===== src/rtl/sequence_memory.sv =====
// Word store feeding the sequencer read port with a fixed read latency,
// filled by an upstream loader through an auto-incrementing write pointer.
module sequence_memory #(
    parameter int WORD_SIZE    = 8,
    parameter int ADDRESS_SIZE = 4,
    parameter int MEMORY_QTY   = 16,
    parameter int READ_LATENCY = 2
) (
    input  logic                    clock,
    input  logic                    reset,
    input  logic                    r_en_i,
    input  logic [ADDRESS_SIZE-1:0] r_addr_i,
    output logic [WORD_SIZE-1:0]    r_data_o,
    output logic                    r_ready_o,
    input  logic                    load_start_i,
    input  logic                    load_valid_i,
    input  logic [WORD_SIZE-1:0]    load_data_i,
    output logic [ADDRESS_SIZE-1:0] load_ptr_o,
    output logic                    load_full_o
);

    localparam int                      CNT_W    = $clog2(READ_LATENCY + 1);
    localparam logic [CNT_W-1:0]        CNT_LOAD = CNT_W'(READ_LATENCY);
    localparam logic [CNT_W-1:0]        CNT_ONE  = CNT_W'(1);
    localparam logic [ADDRESS_SIZE-1:0] PTR_LAST = ADDRESS_SIZE'(MEMORY_QTY - 1);
    localparam logic [ADDRESS_SIZE-1:0] PTR_ONE  = ADDRESS_SIZE'(1);

    typedef enum logic [1:0] {
        ST_IDLE,
        ST_WAIT,
        ST_DONE
    } state_e;

    state_e                  state_q, state_d;
    logic [CNT_W-1:0]        cnt_q, cnt_d;
    logic [ADDRESS_SIZE-1:0] addr_q, addr_d;
    logic [WORD_SIZE-1:0]    r_data_q, r_data_d;
    logic [ADDRESS_SIZE-1:0] load_ptr_q, load_ptr_d;
    logic                    load_full_q, load_full_d;
    logic [WORD_SIZE-1:0]    mem_q [MEMORY_QTY];

    logic                    wr_en;
    logic [ADDRESS_SIZE-1:0] wr_addr;
    logic [ADDRESS_SIZE-1:0] cap_addr;
    logic [WORD_SIZE-1:0]    cap_word;

    // With a one-edge latency the capture happens on the acceptance edge itself.
    assign cap_addr = (state_q == ST_IDLE) ? r_addr_i : addr_q;
    assign cap_word = (int'(cap_addr) < MEMORY_QTY) ? mem_q[cap_addr] : '0;

    // NOTE: every signal gets a default before the case so no latch is inferred.
    always_comb begin
        state_d   = state_q;
        cnt_d     = cnt_q;
        addr_d    = addr_q;
        r_data_d  = r_data_q;
        r_ready_o = 1'b1;
        case (state_q)
            ST_IDLE: begin
                r_ready_o = !r_en_i;
                if (r_en_i) begin
                    addr_d = r_addr_i;
                    if (READ_LATENCY == 1) begin
                        r_data_d = cap_word;
                        state_d  = ST_DONE;
                    end else begin
                        cnt_d   = CNT_LOAD;
                        state_d = ST_WAIT;
                    end
                end
            end
            ST_WAIT: begin
                r_ready_o = 1'b0;
                if (!r_en_i) begin
                    state_d = ST_IDLE;
                end else if (cnt_q == CNT_ONE) begin
                    r_data_d = cap_word;
                    state_d  = ST_DONE;
                end else begin
                    cnt_d = cnt_q - CNT_ONE;
                end
            end
            ST_DONE: begin
                if (!r_en_i) state_d = ST_IDLE;
            end
            default: state_d = ST_IDLE;
        endcase
    end

    always_comb begin
        load_ptr_d  = load_ptr_q;
        load_full_d = load_full_q;
        wr_en       = 1'b0;
        wr_addr     = load_ptr_q;
        if (load_start_i) begin
            load_full_d = 1'b0;
            load_ptr_d  = '0;
            wr_addr     = '0;
            if (load_valid_i) begin
                wr_en      = 1'b1;
                load_ptr_d = (PTR_LAST == '0) ? '0 : PTR_ONE;
            end
        end else if (load_valid_i) begin
            wr_en = 1'b1;
            if (load_ptr_q == PTR_LAST) begin
                load_ptr_d  = '0;
                load_full_d = 1'b1;
            end else begin
                load_ptr_d = load_ptr_q + PTR_ONE;
            end
        end
    end

    // NOTE: sequential state uses non-blocking assignments so every register samples pre-edge values.
    always_ff @(posedge clock or posedge reset) begin
        if (reset) begin
            state_q     <= ST_IDLE;
            cnt_q       <= '0;
            addr_q      <= '0;
            r_data_q    <= '0;
            load_ptr_q  <= '0;
            load_full_q <= 1'b0;
        end else begin
            state_q     <= state_d;
            cnt_q       <= cnt_d;
            addr_q      <= addr_d;
            r_data_q    <= r_data_d;
            load_ptr_q  <= load_ptr_d;
            load_full_q <= load_full_d;
        end
    end

    // NOTE: the words must read back as zero after reset, so the array is built from resettable flops, not a RAM macro.
    always_ff @(posedge clock or posedge reset) begin
        if (reset) begin
            for (int i = 0; i < MEMORY_QTY; i++) mem_q[i] <= '0;
        end else if (wr_en) begin
            mem_q[wr_addr] <= load_data_i;
        end
    end

    assign r_data_o    = r_data_q;
    assign load_ptr_o  = load_ptr_q;
    assign load_full_o = load_full_q;

endmodule


===== config.mk =====
export PLATFORM = sky130hd
export DESIGN_NAME = sequence_memory
export DESIGN_NICKNAME = d
export VERILOG_FILES = /design/src/rtl/sequence_memory.sv
export SDC_FILE = /design/constraint.sdc
export NUM_CORES = 1
export LEC_CHECK = 0
export ABC_AREA = 1
export CAP_MARGIN = 20
export CELL_PAD_IN_SITES_DETAIL_PLACEMENT = 1
export CELL_PAD_IN_SITES_GLOBAL_PLACEMENT = 1
export CORE_ASPECT_RATIO = 0.5
export CORE_MARGIN = 4
export CORE_UTILIZATION = 45
export DETAILED_ROUTE_END_ITERATION = 12
export DONT_BUFFER_PORTS = 1
export PLACE_DENSITY_LB_ADDON = 0.1
export RECOVER_POWER = 50
export SKIP_CTS_REPAIR_TIMING = 1
export SYNTH_ARGS = -nofsm -noshare
export SYNTH_HDL_FRONTEND = slang
export SYNTH_SLANG_ARGS = --single-unit
export TNS_END_PERCENT = 20

===== constraint.sdc =====
create_clock -name clock -period 4.8 [get_ports clock]
set_input_delay 0.48 -clock clock [delete_from_list [all_inputs] [get_ports clock]]
set_output_delay 0.48 -clock clock [all_outputs]
set_load 0.02 [all_outputs]

==> summary.md, run 1 <==
| Metric | Value |
|---|---|
| Fin. max-slew vios | `59` |
| Commonest cells after routing, fill and taps aside | `nand2_1, inv_1, nand3_1, dfrtp_1, o21ai_0` |
| Slew of the pin with the lowest slew margin | `1.72 ns` |
| Startpoint Class | `register` |
| Post-route ant nets | `0` |
| Setup TNS | `0 ns` |
| Max layer used | `met4` |
| CP Capture Type | `register` |
| First-pass GRT wire length | `37600 um` |
| Leakage power | `3.85 nW` |
| Cell mode on critical path | `nand2_1` |
| 1st-pass router iterations | `5` |
| Non-filler cells, final | `1170` |
| #FFs+latches synth | `149` |
| Power Total | `3.70 mW` |
| Max Cap Viol | `2` |
| Max Buffers Root-to-Sink | `2` |
| Final worst-path cycle share | `65.3%` |
| Clock Root Buffer | `clkbuf_16` |
| Core Region | `15700 um^2` |
| Hold Fails Final Rpt | `0` |
| Final Util | `50.7%` |
| Relative slew slack | `-14.6%` |
| Setup ws final | `1.67 ns` |
| All-Layer GR Usage | `26.5%` |
| Routability congestion estimate | `0.828` |
| Die Ht | `98.2 um` |
| Clock Latency Late Sink | `0.43 ns` |
| Rows | `32` |
| 1st-iter DRT viols | `447` |
| Clock sink total | `149` |
| Initial Utilization | `46.7%` |
| Unrepaired setup endpoints after global routing | `false` |
| Register area share after synthesis | `50.9%` |
| DRC | `0` |
| Reg2reg setup slack | `1.67 ns` |
| Via density | `5.43` |
| Share of cells above drive strength 1 | `4.95%` |
| Placed instance count | `1138` |
| Maximum VDD drop | `0.294 mV` |
| Post-DP HPWL | `15400 um` |
| Metal-1 WL | `11600 um` |
| Drt wl/cell | `20.1 um` |
| CP arrival | `3.45 ns` |
| Failing checks | `capacitance limit, slew limit` |
| Critical Path Max Stage Delay | `0.79 ns` |
| Layout Area Growth over Synthesis | `8.57%` |
| Worst hold slack | `0.0965 ns` |
| Clock-pin slew on the worst setup and hold paths | `0.07 ns` |
| Via count | `6348` |
| Nets@finish | `955` |
| PortBufs | `0` |
| Cells along the critical path | `nor2_1, nand2_4, nand2_2, nand2_1, nand3_1, nand3_1, nand3_1, nand2_1, nand2_1, nand2_1` |
| Dpl cell area | `7390 um^2` |
| Routed Wire Length | `23500 um` |
| Cells after synthesis | `960` |
| Synth unique cells | `26` |
| H-tree levels | `4` |
| CTS tree | `built` |
| Largest net degree at the start of global routing | `95` |
| Met3 Wirelength | `1720 um` |
| CP max stage cell | `nand2_2` |
| Antenna cells | `0` |
| Post-Layout Inst Area | `7960 um^2` |
| HP Class | `in2async` |
| CTS buffer count | `17` |
| Final Setup Violations | `0` |
| Die Footprint | `18500 um^2` |
| Crit path max fanout | `40` |
| Fmax | `319 MHz` |
| Yosys synthesis warning count | `0` |
| Syn Nets | `979` |
| Status | `complete, but fails checks` |
| Commonest non-fill, non-tap cell in the layout | `nand2_1` |
| Post-route minimum period | `3.13 ns` |
| Post-Syn Area | `7330 um^2` |
| Top-Level Pins | `31` |
| Pre-CTS setup slack | `2.13 ns` |
| Crit path required time | `5.12 ns` |
| Crit path kind | `reg2reg` |
| DR WL met2 | `9920 um` |
| Die W | `188 um` |
| Syn Area/Cell | `7.63 um^2` |
| Vias in the first global route | `6491` |
| Power density over the cells | `465 nW/um^2` |
| Worst Skew | `0.00757 ns` |
| Global route total overflow | `0` |
| Initial antenna violation count | `0` |
cells by family after synthesis:
| family | after synthesis | synth area share (%) |
|---|---|---|
| AO/OA/AOI/OAI | 147 | 10.5 |
| XOR/XNOR | 1 | 0.120 |
| adder cells (fa/ha/maj) | 2 | 0.341 |
| buffers and inverters | 207 | 11.6 |
| flip-flops | 149 | 50.9 |
| AND/OR/NAND/NOR | 454 | 26.6 |
sequential cells by signal, indices dropped and copies added (netlist names):
name,count
load_ptr_o,4
addr_q,4
r_data_o,8
state_q,2
mem_q,128
cnt_q,2
load_full_o,1
layer usage:
| layer | vias to the layer above | GRT usage, % |
|---|---|---|
| met4 | 0 | 5.88 |
| met3 | 24 | 5.75 |
| met5 | - | 0 |
| met1 | 3172 | 40.1 |
| met2 | 178 | 39.0 |
| li1 | 2974 | - |
power breakdown:
part	internal (mW)	switching [mW]
Combinational	0.233	0.560
Sequential	1.41	0.138
Clock	0.795	0.559
area by class of cell:
| cell class | count | area, um^2 |
|---|---|---|
| Clock inverter | 11 | 124 |
| Sequential cell | 149 | 3730 |
| Tap cell | 221 | 277 |
| Clock buffer | 21 | 460 |
| Multi-Input combinational cell | 604 | 2740 |
| Fill cell | 1971 | 7740 |
| Inverter | 160 | 606 |
| Timing Repair Buffer | 4 | 22.5 |
critical path: cells and delay by family, from the launching register on:
| kind | cells | cell delay (ns) |
|---|---|---|
| flip-flops | 1 | 0.42 |
| AND/OR/NAND/NOR | 10 | 2.57 |
synthesized netlist by cell type:
cell type    n  area (um^2)
o21a_1       1         7.51
nand2_4      2         22.5
nor2_1      10         37.5
a22o_1       1         8.76
buf_6        2         22.5
dfrtp_1    149         3730
inv_1      157          589
nand2_2      6         37.5
nand2_1    272         1020
nor3_1       7         35.0
clkbuf_1    12         45.0
nor2_4       1         11.3
buf_2       29          145
o22ai_1      4         25.0
o31ai_1      1         7.51
o32ai_1      1         8.76
inv_2        3         11.3
nor2_2       1         6.26
ha_1         2         25.0
a21oi_1      2         10.0
o21ai_2      4         35.0
buf_8        1         15.0
buf_4        3         22.5
o21ai_0    133          666
xor2_1       1         8.76
nand3_1    155          776
path summary, 6_finish.rpt:
kind                         startpoint  depth (start not counted)            end
max                          state_q[1]                         10    r_data_o[0]
max in group asynchronous         reset                          2      mem_q[64]
min in group clock         load_start_i                          1  load_ptr_o[2]
max reg2reg                  state_q[1]                         10    r_data_o[0]
min reg2reg                   mem_q[84]                          2      mem_q[84]
min                               reset                          1      mem_q[56]
No activity file was read; power rests on OpenSTA's default activity.
==> inputs of run 2 (changes only) <==
==> constraint.sdc (replaced) <==
create_clock -name clock -period 3.15 [get_ports clock]
set_input_delay 0.315 -clock clock [delete_from_list [all_inputs] [get_ports clock]]
set_output_delay 0.315 -clock clock [all_outputs]
set_load 0.02 [all_outputs]
==> summary.md, run 2 (synthesized netlist as in run 1, its figures left out) <==
| Metric | Value |
|---|---|
| Status | `complete, but fails checks (unchanged)` |
| Failing checks | `capacitance limit, slew limit (unchanged)` |
| 1st-iter DRT viols | `550 (was 447)` |
| Commonest non-fill, non-tap cell in the layout | `nand2_1 (unchanged)` |
| Via density | `5.40 (was 5.43)` |
| Nets@finish | `963 (was 955)` |
| Max Buffers Root-to-Sink | `2 (unchanged)` |
| PortBufs | `0 (unchanged)` |
| Fmax | `394 MHz (was 319 MHz)` |
| Critical Path Max Stage Delay | `0.47 ns (was 0.79 ns)` |
| H-tree levels | `4 (unchanged)` |
| Critical path depth | `12 (was 10)` |
| Clock Latency Late Sink | `0.44 ns (was 0.43 ns)` |
| HP Class | `in2reg (was in2async)` |
| Final Setup Violations | `0 (unchanged)` |
| Fin. max-slew vios | `151 (was 59)` |
| Max FFs per register | `128 (unchanged)` |
| Post-route ant nets | `0 (unchanged)` |
| Max Cap Viol | `2 (unchanged)` |
| Slew of the pin with the lowest slew margin | `2.16 ns (was 1.72 ns)` |
| Hold Fails Final Rpt | `0 (unchanged)` |
| Power density over the cells | `711 nW/um^2 (was 465 nW/um^2)` |
| Die Footprint | `18500 um^2 (unchanged)` |
| Routed Wire Length | `23900 um (was 23500 um)` |
| CTS tree | `built (unchanged)` |
| Power Total | `5.73 mW (was 3.70 mW)` |
| Via count | `6371 (was 6348)` |
| Core Region | `15700 um^2 (unchanged)` |
| Die Ht | `98.2 um (unchanged)` |
| Dpl cell area | `7460 um^2 (was 7390 um^2)` |
| Routability congestion estimate | `0.860 (was 0.828)` |
| Cells along the critical path | `inv_1, nand2_1, nand2_2, nand2_2, buf_4, nand2_1, nand3_1, nand3_1, nand3_1, nand2_1, nand2_1, nand2_1 (was nor2_1, nand2_4, nand2_2, nand2_1, nand3_1, nand3_1, nand3_1, nand2_1, nand2_1, nand2_1)` |
| Die W | `188 um (unchanged)` |
| Initial Utilization | `46.7% (unchanged)` |
| First-pass GRT wire length | `38600 um (was 37600 um)` |
| Rows | `32 (unchanged)` |
| Cell mode on critical path | `nand2_1 (unchanged)` |
| Startpoint Class | `register (unchanged)` |
| Clock-pin slew on the worst setup and hold paths | `0.06 ns (was 0.07 ns)` |
| Maximum VDD drop | `0.399 mV (was 0.294 mV)` |
| Largest reg by FF count | `mem_q (unchanged)` |
| Register area | `3730 um^2 (unchanged)` |
| CTS buffer count | `17 (unchanged)` |
| Vias in the first global route | `6505 (was 6491)` |
| Post-Layout Inst Area | `8060 um^2 (was 7960 um^2)` |
| R2R cell count | `12 (was 10)` |
| Clock sink total | `149 (unchanged)` |
| 1st-pass router iterations | `4 (was 5)` |
| Setup TNS | `0 ns (unchanged)` |
| Layout Area Growth over Synthesis | `9.97% (was 8.57%)` |
| CP top delay family | `simple AND/OR/NAND/NOR gates (unchanged)` |
| DRC | `0 (unchanged)` |
| Area of the multi-input gates | `2750 um^2 (was 2740 um^2)` |
| Commonest cells after routing, fill and taps aside | `nand2_1, inv_1, nand3_1, dfrtp_1, o21ai_0 (unchanged)` |
| Post-DP HPWL | `15800 um (was 15400 um)` |
| Share of cells above drive strength 1 | `5.64% (was 4.95%)` |
| CP max stage cell | `nand2_2 (unchanged)` |
| Fillers | `1951 (was 1971)` |
| Final worst-path cycle share | `80.6% (was 65.3%)` |
| All-Layer GR Usage | `27.0% (was 26.5%)` |
| Largest net degree at the start of global routing | `91 (was 95)` |
| Crit path required time | `3.48 ns (was 5.12 ns)` |
| Crit path kind | `reg2reg (unchanged)` |
| Drt wl/cell | `20.2 um (was 20.1 um)` |
| Global route total overflow | `0 (unchanged)` |
| Post-route minimum period | `2.54 ns (was 3.13 ns)` |
| Clock Root Buffer | `clkbuf_16 (unchanged)` |
| Crit path buf inv count | `2 (was 0)` |
| Top-Level Pins | `31 (unchanged)` |
| Unrepaired setup endpoints after global routing | `false (unchanged)` |
| Worst Skew | `0.00937 ns (was 0.00757 ns)` |
| Initial antenna violation count | `2 (was 0)` |
| WHS Path Cells | `2` |
| Crit path max fanout | `25 (was 40)` |
| Relative slew slack | `-43.8% (was -14.6%)` |
| CP Capture Type | `register (unchanged)` |
| Leakage power | `3.89 nW (was 3.85 nW)` |
| CP arrival | `2.87 ns (was 3.45 ns)` |
## run 2: cell count changes in the layout (fill, tap and decap cells not counted), sizes merged, moves of 3 or more
cell and change:
dlygate4sd3 +3, clkinvlp +3, buf +5, inv -3
## run 2: final cells by class
type / instances / area share, %
Multi-Input combinational cell: 604 / 34.1
Inverter: 160 / 7.47
Tap cell: 221 / 3.43
Antenna cell: 1 / 0.0311
Clock buffer: 20 / 5.54
Timing Repair Buffer: 12 / 1.26
Clock inverter: 12 / 1.93
Sequential cell: 149 / 46.3
## run 2: power by group
part           switching, mW  total [mW]  internal [mW]  leakage, nW
clock                  0.862        2.13           1.26        0.278
combinational          0.871        1.24          0.371         1.63
sequential             0.211        2.36           2.15         1.99
total                   1.94        5.73           3.79         3.89
## run 2: worst paths after layout
path / from / to / slack, ns
setup reg to reg: state_q[1] / r_data_o[5] / 0.61
hold reg to reg: mem_q[67] / mem_q[67] / 0.49
min in group asynchronous: reset / mem_q[48] / 0.87
max in group asynchronous: reset / mem_q[124] / 0.70
hold / removal: r_addr_i[2] / addr_q[2] / 0.05
setup / recovery: state_q[1] / r_data_o[5] / 0.61
## run 2: per-layer routing
layer	share of wire (%)	track usage (%)	up-vias
li1	-	-	3000
met1	50	40.6	3175
met2	43	39.6	173
met3	6.6	6.71	23
met4	1.0	6.04	0
met5	0	0	-
## run 2: stage by stage
| step | utilization (%) | hold WS [ns] | cells | setup slack [ns] |
|---|---|---|---|---|
| 2_1_floorplan | - | 0.388 | 960 | 0.960 |
| 3_3_place_gp | 47.6 | 0.334 | 1143 | 0.793 |
| 3_5_place_dp | 47.6 | 0.338 | 1143 | 0.716 |
| 4_1_cts | 51.4 | -0.127 | 1175 | 0.698 |
| 5_1_grt | 51.3 | 0.0530 | 1178 | 0.281 |
| 6_report | 51.3 | 0.0475 | 1179 | 0.610 |
==> inputs of run 3 (changes only) <==
--- a/config.mk
+++ b/config.mk
@@ -11,7 +11,7 @@
 export CELL_PAD_IN_SITES_GLOBAL_PLACEMENT = 1
 export CORE_ASPECT_RATIO = 0.5
 export CORE_MARGIN = 4
-export CORE_UTILIZATION = 45
+export CORE_UTILIZATION = 43
 export DETAILED_ROUTE_END_ITERATION = 12
 export DONT_BUFFER_PORTS = 1
 export PLACE_DENSITY_LB_ADDON = 0.1
==> constraint.sdc (replaced) <==
create_clock -name clock -period 2.2 [get_ports clock]
set_input_delay 0.22 -clock clock [delete_from_list [all_inputs] [get_ports clock]]
set_output_delay 0.22 -clock clock [all_outputs]
set_load 0.02 [all_outputs]
==> summary.md, run 3 (synthesized netlist as in run 1, its figures left out) <==
| Metric | Value |
|---|---|
| Status | `complete, but fails checks (unchanged)` |
| Failing checks | `hold timing (was capacitance limit, slew limit)` |
| Placed instance count | `1169 (was 1143)` |
| Drt wl/cell | `19.9 um (was 20.2 um)` |
| Initial Utilization | `44.3% (was 46.7%)` |
| R2R Path End | `r_data_o[4] (was r_data_o[5])` |
| Hold Fails Final Rpt | `1 (was 0)` |
| Worst hold slack | `-0.00513 ns (was 0.0475 ns)` |
| Max FFs per register | `128 (unchanged)` |
| Layout Area Growth over Synthesis | `12.9% (was 9.97%)` |
| Maximum VDD drop | `0.627 mV (was 0.399 mV)` |
| Largest reg by FF count | `mem_q (unchanged)` |
| Clock sink total | `149 (unchanged)` |
| Fmax | `492 MHz (was 394 MHz)` |
| WHS Path Cells | `2 (unchanged)` |
| Final Setup Violations | `0 (unchanged)` |
| CTS tree | `built (unchanged)` |
| First-pass GRT wire length | `38700 um (was 38600 um)` |
| CP arrival | `2.35 ns (was 2.87 ns)` |
| Power density over the cells | `998 nW/um^2 (was 711 nW/um^2)` |
| WHS Endpoint | `load_ptr_o[1] (was addr_q[2])` |
| Commonest non-fill, non-tap cell in the layout | `nand2_1 (unchanged)` |
| Hold_sp | `load_valid_i (was r_addr_i[2])` |
| Final worst-path cycle share | `92.3% (was 80.6%)` |
| Max Buffers Root-to-Sink | `2 (unchanged)` |
| Setup ws final | `0.169 ns (was 0.610 ns)` |
| PortBufs | `0 (unchanged)` |
| Vias in the first global route | `6719 (was 6505)` |
| Fillers | `2072 (was 1951)` |
| Start point of the critical path | `state_q[0] (was state_q[1])` |
| Crit path required time | `2.52 ns (was 3.48 ns)` |
| DRC | `0 (unchanged)` |
| Startpoint Class | `register (unchanged)` |
| All-Layer GR Usage | `26.3% (was 27.0%)` |
| Unrepaired setup endpoints after global routing | `false (unchanged)` |
| Via density | `5.39 (was 5.40)` |
| Antenna cells | `0 (was 1)` |
| Post-DP HPWL | `15700 um (was 15800 um)` |
| CP Capture Type | `register (unchanged)` |
| Power Total | `8.26 mW (was 5.73 mW)` |
| Top-Level Pins | `31 (unchanged)` |
| Core Region | `16600 um^2 (was 15700 um^2)` |
| Routability congestion estimate | `0.853 (was 0.860)` |
| Reg2reg setup slack | `0.17 ns (was 0.61 ns)` |
| Commonest cells after routing, fill and taps aside | `nand2_1, inv_1, nand3_1, dfrtp_1, o21ai_0 (unchanged)` |
| Via count | `6492 (was 6371)` |
| CTS buffer count | `17 (unchanged)` |
| 1st-iter DRT viols | `526 (was 550)` |
| Setup TNS | `0 ns (unchanged)` |
| Slew of the pin with the lowest slew margin | `1.22 ns (was 2.16 ns)` |
| H-tree levels | `4 (unchanged)` |
| Crit path max fanout | `48 (was 25)` |
| Clock-pin slew on the worst setup and hold paths | `0.07 ns (was 0.06 ns)` |
| Leakage power | `4.02 nW (was 3.89 nW)` |
| Final Util | `50.0% (was 51.3%)` |
| Die W | `193 um (was 188 um)` |
| Die Footprint | `19300 um^2 (was 18500 um^2)` |
| Post-route ant nets | `0 (unchanged)` |
| RR Startpoint | `state_q[0] (was state_q[1])` |
| Relative slew slack | `18.7% (was -43.8%)` |
| Initial antenna violation count | `0 (was 2)` |
| Die Ht | `100 um (was 98.2 um)` |
| Crit path kind | `reg2reg (unchanged)` |
| Worst Skew | `0.0141 ns (was 0.00937 ns)` |
| Global route total overflow | `0 (unchanged)` |
| Clock Latency Late Sink | `0.43 ns (was 0.44 ns)` |
| Nets@finish | `985 (was 963)` |
| Max Cap Viol | `0 (was 2)` |
| Share of cells above drive strength 1 | `7.78% (was 5.64%)` |
| Pre-CTS setup slack | `0.240 ns (was 0.716 ns)` |
| Non-filler cells, final | `1204 (was 1179)` |
| Rows | `33 (was 32)` |
| Clock Root Buffer | `clkbuf_16 (unchanged)` |
| Post-route minimum period | `2.03 ns (was 2.54 ns)` |
| HP Class | `in2reg (unchanged)` |
| R2R cell count | `11 (was 12)` |
| Largest net degree at the start of global routing | `56 (was 91)` |
| 1st-pass router iterations | `5 (was 4)` |
| Routed Wire Length | `24000 um (was 23900 um)` |
| Fin. max-slew vios | `0 (was 151)` |
-- run 3: changes by cell type in the layout (fill, tap and decap cells not counted), moves of 2 or more --
cell | before | now
clkbuf_1 | 3 | 0
dlygate4sd3_1 | 3 | 5
buf_12 | 1 | 4
clkinvlp_4 | 5 | 1
clkinv_4 | 2 | 4
buf_4 | 5 | 22
-- run 3: layout make-up --
class	instances	area, um^2	share of cell area, %
Multi-Input combinational cell	604	2750	33.2
Clock buffer	18	439	5.31
Clock inverter	12	156	1.89
Timing Repair Buffer	34	313	3.78
Inverter	160	602	7.28
Sequential cell	149	3730	45.1
Tap cell	227	284	3.43
-- run 3: critical path, cell delays in order, from the launching register on --
cell and delay (ns):
dfrtp_1 0.42, nor2_4 0.32, nand2_4 0.07, nand2_2 0.10, buf_12 0.23, nand2_1 0.08
nand3_1 0.12, nand3_1 0.13, nand3_1 0.21, nand2_1 0.07, nand2_1 0.06, nand2_1 0.05
-- run 3: worst max-delay path by stage --
stage,endpoint
2_1_floorplan,addr_q[0]
3_3_place_gp,r_data_o[4]
3_5_place_dp,r_data_o[4]
4_1_cts,r_data_o[4]
5_1_grt,mem_q[63]
6_report,r_data_o[4]
-- run 3: power by group --
| group | leakage [nW] | switching (mW) | internal (mW) | total [mW] |
|---|---|---|---|---|
| Clock | 0.292 | 1.24 | 1.81 | 3.04 |
| Combinational | 1.74 | 1.25 | 0.587 | 1.83 |
| Sequential | 1.99 | 0.302 | 3.08 | 3.38 |
-- run 3: metrics by stage --
stage,hold WS [ns],cell area (um^2)
4_1_cts,-0.373,8270
6_report,-0.00513,8270
2_1_floorplan,0.293,7330
5_1_grt,0.00867,8270
3_5_place_dp,0.0868,7670
3_3_place_gp,0.0843,7670
-- run 3: metal layers --
metal	wire, um	up-vias	track usage (%)
li1	-	3028	-
met4	291	0	5.53
met2	10500	160	40.0
met3	1360	22	5.14
met5	0	-	0
met1	11800	3282	39.2
